## src/rtl/inv_add_round_key.sv

```systemverilog
// inv_add_round_key: inverse-cipher AddRoundKey stage with round-key store and
// a two-entry (output register + skid) elastic output path.
module inv_add_round_key #(
    parameter int NR = 10
) (
    input  logic         clk,
    input  logic         rst_n,
    input  logic         key_we,
    input  logic [3:0]   key_idx,
    input  logic [127:0] key_in,
    output logic         keys_ready,
    input  logic         in_valid,
    output logic         in_ready,
    input  logic [127:0] in_state,
    input  logic [3:0]   in_round,
    output logic         out_valid,
    input  logic         out_ready,
    output logic [127:0] out_state,
    output logic [3:0]   out_round,
    output logic         out_mix_en,
    output logic         err_round
);
    logic [127:0] keys [0:NR];
    logic [NR:0]  mask, mask_nxt;
    logic         sk_valid, sk_nxt, sk_mix;
    logic [127:0] sk_state;
    logic [3:0]   sk_round;
    logic         key_ok, legal, acc, take, adv, mix;
    logic [127:0] beat;

    always_comb begin
        key_ok = key_we && 32'(key_idx) <= NR;
        legal  = 32'(in_round) <= NR;
        acc    = in_valid && in_ready;
        take   = acc && legal;
        adv    = !out_valid || out_ready;
        mix    = in_round != 4'd0 && 32'(in_round) < NR;
        // the array holds pre-edge contents, so a same-edge key write is not seen
        beat   = in_state ^ (legal ? keys[in_round] : 128'd0);
        sk_nxt = adv ? sk_valid && take : sk_valid || take;
        mask_nxt = mask;
        if (key_ok)
            mask_nxt[key_idx] = 1'b1;
    end

    // key contents survive reset; the cleared mask makes them unusable
    always_ff @(posedge clk)
        if (key_ok)
            keys[key_idx] <= key_in;

    always_ff @(posedge clk) begin
        if (!rst_n) begin
            mask       <= '0;
            keys_ready <= 1'b0;
            in_ready   <= 1'b0;
            err_round  <= 1'b0;
            out_valid  <= 1'b0;
            out_state  <= '0;
            out_round  <= '0;
            out_mix_en <= 1'b0;
            sk_valid   <= 1'b0;
            sk_state   <= '0;
            sk_round   <= '0;
            sk_mix     <= 1'b0;
        end else begin
            mask       <= mask_nxt;
            keys_ready <= &mask_nxt;
            in_ready   <= keys_ready && !sk_nxt;
            err_round  <= acc && !legal;
            sk_valid   <= sk_nxt;
            if (adv) begin
                out_valid  <= sk_valid || take;
                out_state  <= sk_valid ? sk_state : beat;
                out_round  <= sk_valid ? sk_round : in_round;
                out_mix_en <= sk_valid ? sk_mix : mix;
            end
            if (take && (sk_valid || !adv)) begin
                sk_state <= beat;
                sk_round <= in_round;
                sk_mix   <= mix;
            end
        end
    end
endmodule

```

## config.mk

```make
export PLATFORM = sky130hd
export DESIGN_NAME = inv_add_round_key
export DESIGN_NICKNAME = d
export VERILOG_FILES = /design/src/rtl/inv_add_round_key.sv
export SDC_FILE = /design/constraint.sdc
export NUM_CORES = 2
export LEC_CHECK = 0
export CAP_MARGIN = 20
export CORE_UTILIZATION = 30
export DETAILED_ROUTE_END_ITERATION = 10
export GPL_ROUTABILITY_DRIVEN = 0
export SLEW_MARGIN = 5
export SYNTH_ARGS = -nofsm -noshare
export SYNTH_HDL_FRONTEND = slang
export SYNTH_SLANG_ARGS = --single-unit
```

## constraint.sdc

```tcl
create_clock -name clk -period 28.6 [get_ports clk]
set_clock_uncertainty 0.05 [all_clocks]
set_input_delay 5.72 -clock clk [delete_from_list [all_inputs] [get_ports clk]]
set_output_delay 5.72 -clock clk [all_outputs]
set_load 0.02 [all_outputs]
```

* Word level (Yosys, flattened, before mapping)
Memories as Yosys holds them, arrays and structs flattened.
Index checks and enable logic that the tools add are counted.
** Word-level totals
- Flip-flop bits (word level) :: 282
- RAM bits :: 1408
- Input bits :: 269
- Output and inout bits :: 137
- Logic and storage cells :: 48
- Memories :: 1
** Operators by class
- Magnitude comparators :: 5
- Multiplexer cells :: 10
- Bitwise logic cells :: 2
- Reductions and logical operators :: 18
** Memories
- keys :: words 11, bits a word 128, rd ports 1, clocked after Yosys merged registers in 0, write ports 1, RTL line 23 : logic [127:0] keys [0:NR];
** Operators by type and width (count)
- $mux 128 :: 2
- $xor 128x128->128 :: 1
- $mux 11 :: 1
- $or 11x11->11 :: 1
- $reduce_and 11->1 :: 1
- $logic_and 1x1->1 :: 9
- $le 4x4->1 const B :: 2
- $lt 4x5->1 const B :: 1
- $mux 1 :: 5
- $demux 1 s4 :: 1
- $ge 4x1->1 const B :: 1
- $logic_not 1->1 :: 4
- $lt 4x4->1 const B :: 1
- $mux 4 :: 1
- $reduce_bool 4->1 :: 1
- $logic_or 1x1->1 :: 3

* Longest topological paths before layout
- Word-level depth :: 7
- Gate-level depth with buffers :: 10

* Worst setup path after synthesis
OpenSTA, ideal clock, no wires.
- Path kind :: input to register
- Start :: input key_idx[2]
- End :: register keys_ready
- Arrival :: 15.905 ns
- Required time :: 28.456 ns
- Path slack :: 12.551 ns
- Cell stages on the path :: 5
- Path buffers :: 0
- Path through :: or3b_2 nor3_1 nor2_1 or4_1 a211oi_1
** On the way
- Word-level cells in the longest chain between the ends :: 7
- Elaborated cells on any way between the ends :: 10
- Classes of those cells :: 3 x order compare; 3 x mux; 1 x bitwise; 3 x reduce/logical
** Ends and longest elaborated chain
- from (decl) :: RTL line 9 : input logic [3:0] key_idx,
- $lt 4x5->1 (implied by the code) / $ge 4x1->1 (equally long branches) :: RTL line 43 : mask_nxt[key_idx] = 1'b1;
- $logic_and 1x1->1 (implied by the code) :: RTL line 43
- $mux 1 (implied by the code) :: RTL line 43
- $demux 1 s4 :: RTL line 43
- $or 11x11->11 (no line)
- $mux 11 * :: RTL line 42 : if (key_ok)
- $reduce_and 11->1 * :: RTL line 67 : keys_ready <= &mask_nxt;
- to (signal assigned) :: RTL line 67
- to (decl) :: RTL line 11 : output logic keys_ready,
Every way passes the cells marked *; elsewhere a longest branch is shown, timed or not.
A chain may end at the register's enable or synchronous reset.

* Worst setup path in the final report
- Start :: input in_round[1]
- End :: register out_state[61]
** On the way
- Word-level cells in the longest chain between the ends :: 4
- Elaborated cells on any way between the ends :: 5
- Classes of those cells :: 1 x order compare; 2 x mux; 1 x bitwise; 1 x memory
** Ends and longest elaborated chain
- from (decl) :: RTL line 15 : input logic [3:0] in_round,
- $mem_v2 11x128 / $le 4x4->1 (equally long branches)
- $mux 128 * :: RTL line 39 : beat = in_state ^ (legal ? keys[in_round] : 128'd0);
- $xor 128x128->128 * :: RTL line 39
- $mux 128 * :: RTL line 73 : out_state <= sk_valid ? sk_state : beat;
- to (signal assigned) :: RTL line 73
- to (decl) :: RTL line 18 : output logic [127:0] out_state,
Marks and branches as above.

==> summary.md <==
| Metric | Value |
|---|---|
| Clock Path Buffers | 3 |
| HPWL Detailed | roughly 100,000 um |
| Remaining DRCs | 0 |
| Via Count | between 40,000 and 50,000 |
| Drt via density | around 5.1 |
| CP startpoint kind | primary input |
| R2R Setup Slk | 25.30 ns |
| Synth Area per Inst | between 15 and 20 um^2 |
| Crit Path Category | in -> reg |
| Worst vdd ir | 0.0000512 V |
| Max Clk Rate | roughly 0.11 GHz |
| TNS Setup | 0 ns |
| R2R Path Start | sk_valid |
| Largest net degree at the start of global routing | 132 |
| Register area share after synthesis | 0.707 |
| Min-Delay Startpoint | sk_state[5] |
| Clock Root Buffer | clkbuf_16 |
| Place WS | between 15 and 20 ns |
| ANT nets after route | 0 |
| FF+latch count, synth | ~1,700 |
| Chip Height | about 480 um |
| Total track usage | 0.169 |
| Filler cells | around 21,000 |
| Crit end category | register |
| Reg2reg path depth | 7 |
| Cts repair resizes | 0 |
| Detailed router's first-iteration violation count | approximately 3,400 |
| Worst path required time | just under 30 ns |
| RSZ-0062 raised after global routing | false |
| Hold Crit Depth | 2 |
| Port-buffer cells | about 410 |
| Reg-to-Reg End | sk_state[30] |
| Share of cells above drive strength 1 | 0.134 |
| TritonCTS clock tree | built |
| Final wirelength | 197,000 um |
| Max Cap Viol | 0 |
| Setup violations, final | 0 |
| Leakage | between 0.02 and 0.03 uW |
| Clk pin slew, worst setup/hold paths | around 0.060 ns |
| Clock latency on the worst-skew pair | 0.82 ns |
| Netlist cell types | 63 |
| Post-synthesis cell count | roughly 4,300 |
| Post-synth EDFFs | between 1,000 and 1,500 |
| Status | finished, final reports clean |
| # Post-CTS Setup Buffers | 0 |
| Register area | around 48,000 um^2 |
| Die area | 228,000 um^2 |
| Initial antenna violation count | 41 |
| Drt first pass iters | 5 |
| Initial Util | 0.302 |
| Cell row count | about 170 |
| Crit path time final | between 9 and 10 ns |
| Pwr/cell area | just under 70 nW/um^2 |
| CP arrival | just over 10 ns |
| Slew Viols, Final | 0 |
| Clock Sink Count | 1,690 |
| Top-Level Pins | 406 |
| TritonCTS Buffers | 179 |
| Yosys warning total | 0 |
| Hold Path Class | reg -> reg |
| Hold bufs inserted after CTS | 0 |
| Htree depth | 4 |
| Setup slack after layout | between 15 and 20 ns |
| Total gr overflow | 0 |
| Layout area overhead | 19.7% |
| Final hold vios | 0 |
| Period utilization | 0.328 |
| Worst Hold Path EP | sk_state[5] |
| Slew HR | 0.214 |
| Multi-input gate area | ~18,000 um^2 |
| Routed wire per std cell | 25.1 um |
| Actual slew at the worst max-slew pin | about 1.2 ns |
| Total nets after synthesis | roughly 4,600 |
| Crit path max fanout | 131 |
| Vias in the first global route | 40,124 |
| Syn Std Cell Area | ~68,000 um^2 |
| Die Width | about 480 um |
| Top FF cell, synth | edfxtp_1 |
| Nets | just under 5,000 |
| Core area | about 220,000 um^2 |
| First-pass GRT wire length | 284,000 um |
| FFs w/ async S/R, synth | 0 |
-- where the power goes --
group          internal [uW]  switching (uW)
Clock                   1380            1000
Combinational            167             240
Sequential              2730            26.0
-- worst max path at each step --
stage,slack [ns],end,from
finish,19.22,out_state[61],in_round[1]
global route,19.02,out_state[61],in_round[1]
CTS,19.24,out_state[61],in_round[1]
detailed placement,18.32,out_state[61],in_round[1]
global placement,18.41,out_state[61],in_round[1]
floorplan,12.55,keys_ready,key_idx[2]
-- layout by cell type (no fill, tap or decap), types with 21 or more instances in the layout --
cell,instances
edfxtp_1,1408
clkdlybuf4s50_1,401
mux2i_1,356
nand2_1,304
dfxtp_1,281
o21ai_0,225
clkbuf_16,181
a21oi_1,134
mux4_2,130
a22oi_1,130
mux2_2,126
xor2_1,121
nor2_1,112
nand3_1,83
o22a_1,79
buf_4,57
o22ai_1,52
nand2b_1,49
a21o_1,42
a211o_1,42
a22o_1,42
clkbuf_1,42
a311oi_1,39
o31a_1,39
nor3b_1,38
o21ai_1,31
a221oi_1,30
clkinv_2,29
clkbuf_8,25
clkinv_1,21
-- final cells by class --
class / count / area share
Sequential cell: 1690 / 0.590
Multi-Input combinational cell: 2312 / 0.227
Clock buffer: 248 / 0.0620
Timing Repair Buffer: 477 / 0.0591
Tap cell: 2992 / 0.0461
Clock inverter: 91 / 0.0141
Inverter: 11 / 0.000601
Antenna cell: 12 / 0.000370
-- flip-flops by register name, summed over array words and instances, names as in the netlist --
register    count
sk_round        4
out_valid       1
out_round       4
sk_state      128
mask           11
keys         1408
sk_valid        1
keys_ready      1
out_mix_en      1
err_round       1
out_state     128
in_ready        1
sk_mix          1
-- critical path: stages --
cell and delay, ns:
buf_8 0.35, buf_4 0.67, buf_4 0.72, buf_12 0.47, mux4_2 0.60, o22a_1 0.22
a22oi_1 0.43, xor2_1 0.15, a221oi_1 0.30
-- stage by stage --
stage,power (uW),instances,hold WS [ns],area (um^2),utilization
6_report,5550,7833,0.396,81200,0.361
5_1_grt,5720,7830,0.417,81200,0.361
2_1_floorplan,3030,4336,0.367,67800,-
3_5_place_dp,3210,7482,0.385,75000,0.334
4_1_cts,5600,7821,0.398,81100,0.361
3_3_place_gp,3210,7481,0.381,75000,0.334
-- Yosys cell counts, types with 52 or more instances --
library cell | n | area (um^2)
a21oi_1 | 135 | 676
a22oi_1 | 130 | 976
buf_2 | 56 | 280
clkbuf_1 | 168 | 631
dfxtp_1 | 282 | 5650
edfxtp_1 | 1408 | 42300
mux2_2 | 126 | 1420
mux2i_1 | 356 | 3560
mux4_2 | 130 | 2930
nand2_1 | 305 | 1140
nand2b_1 | 52 | 325
nand3_1 | 84 | 420
nor2_1 | 124 | 465
o21ai_0 | 225 | 1130
o22a_1 | 79 | 692
o22ai_1 | 52 | 325
xor2_1 | 121 | 1060
-- cells by family after synthesis --
logic type / count (synthesis) / synth area share
compound gates: 923 / 0.0923
buf+inv: 334 / 0.0241
simple gates: 645 / 0.0430
fa+ha+maj: 1 / 0.000148
mux: 613 / 0.117
flops: 1690 / 0.707
xor+xnor: 130 / 0.0168
-- routing by layer --
metal | GRT usage | routed length (um)
met4 | 0.0563 | 5600
met5 | 0 | 237
met3 | 0.0307 | 12400
met1 | 0.221 | 83400
met2 | 0.281 | 95000
Note: power is estimated with default switching activity, not from simulation.
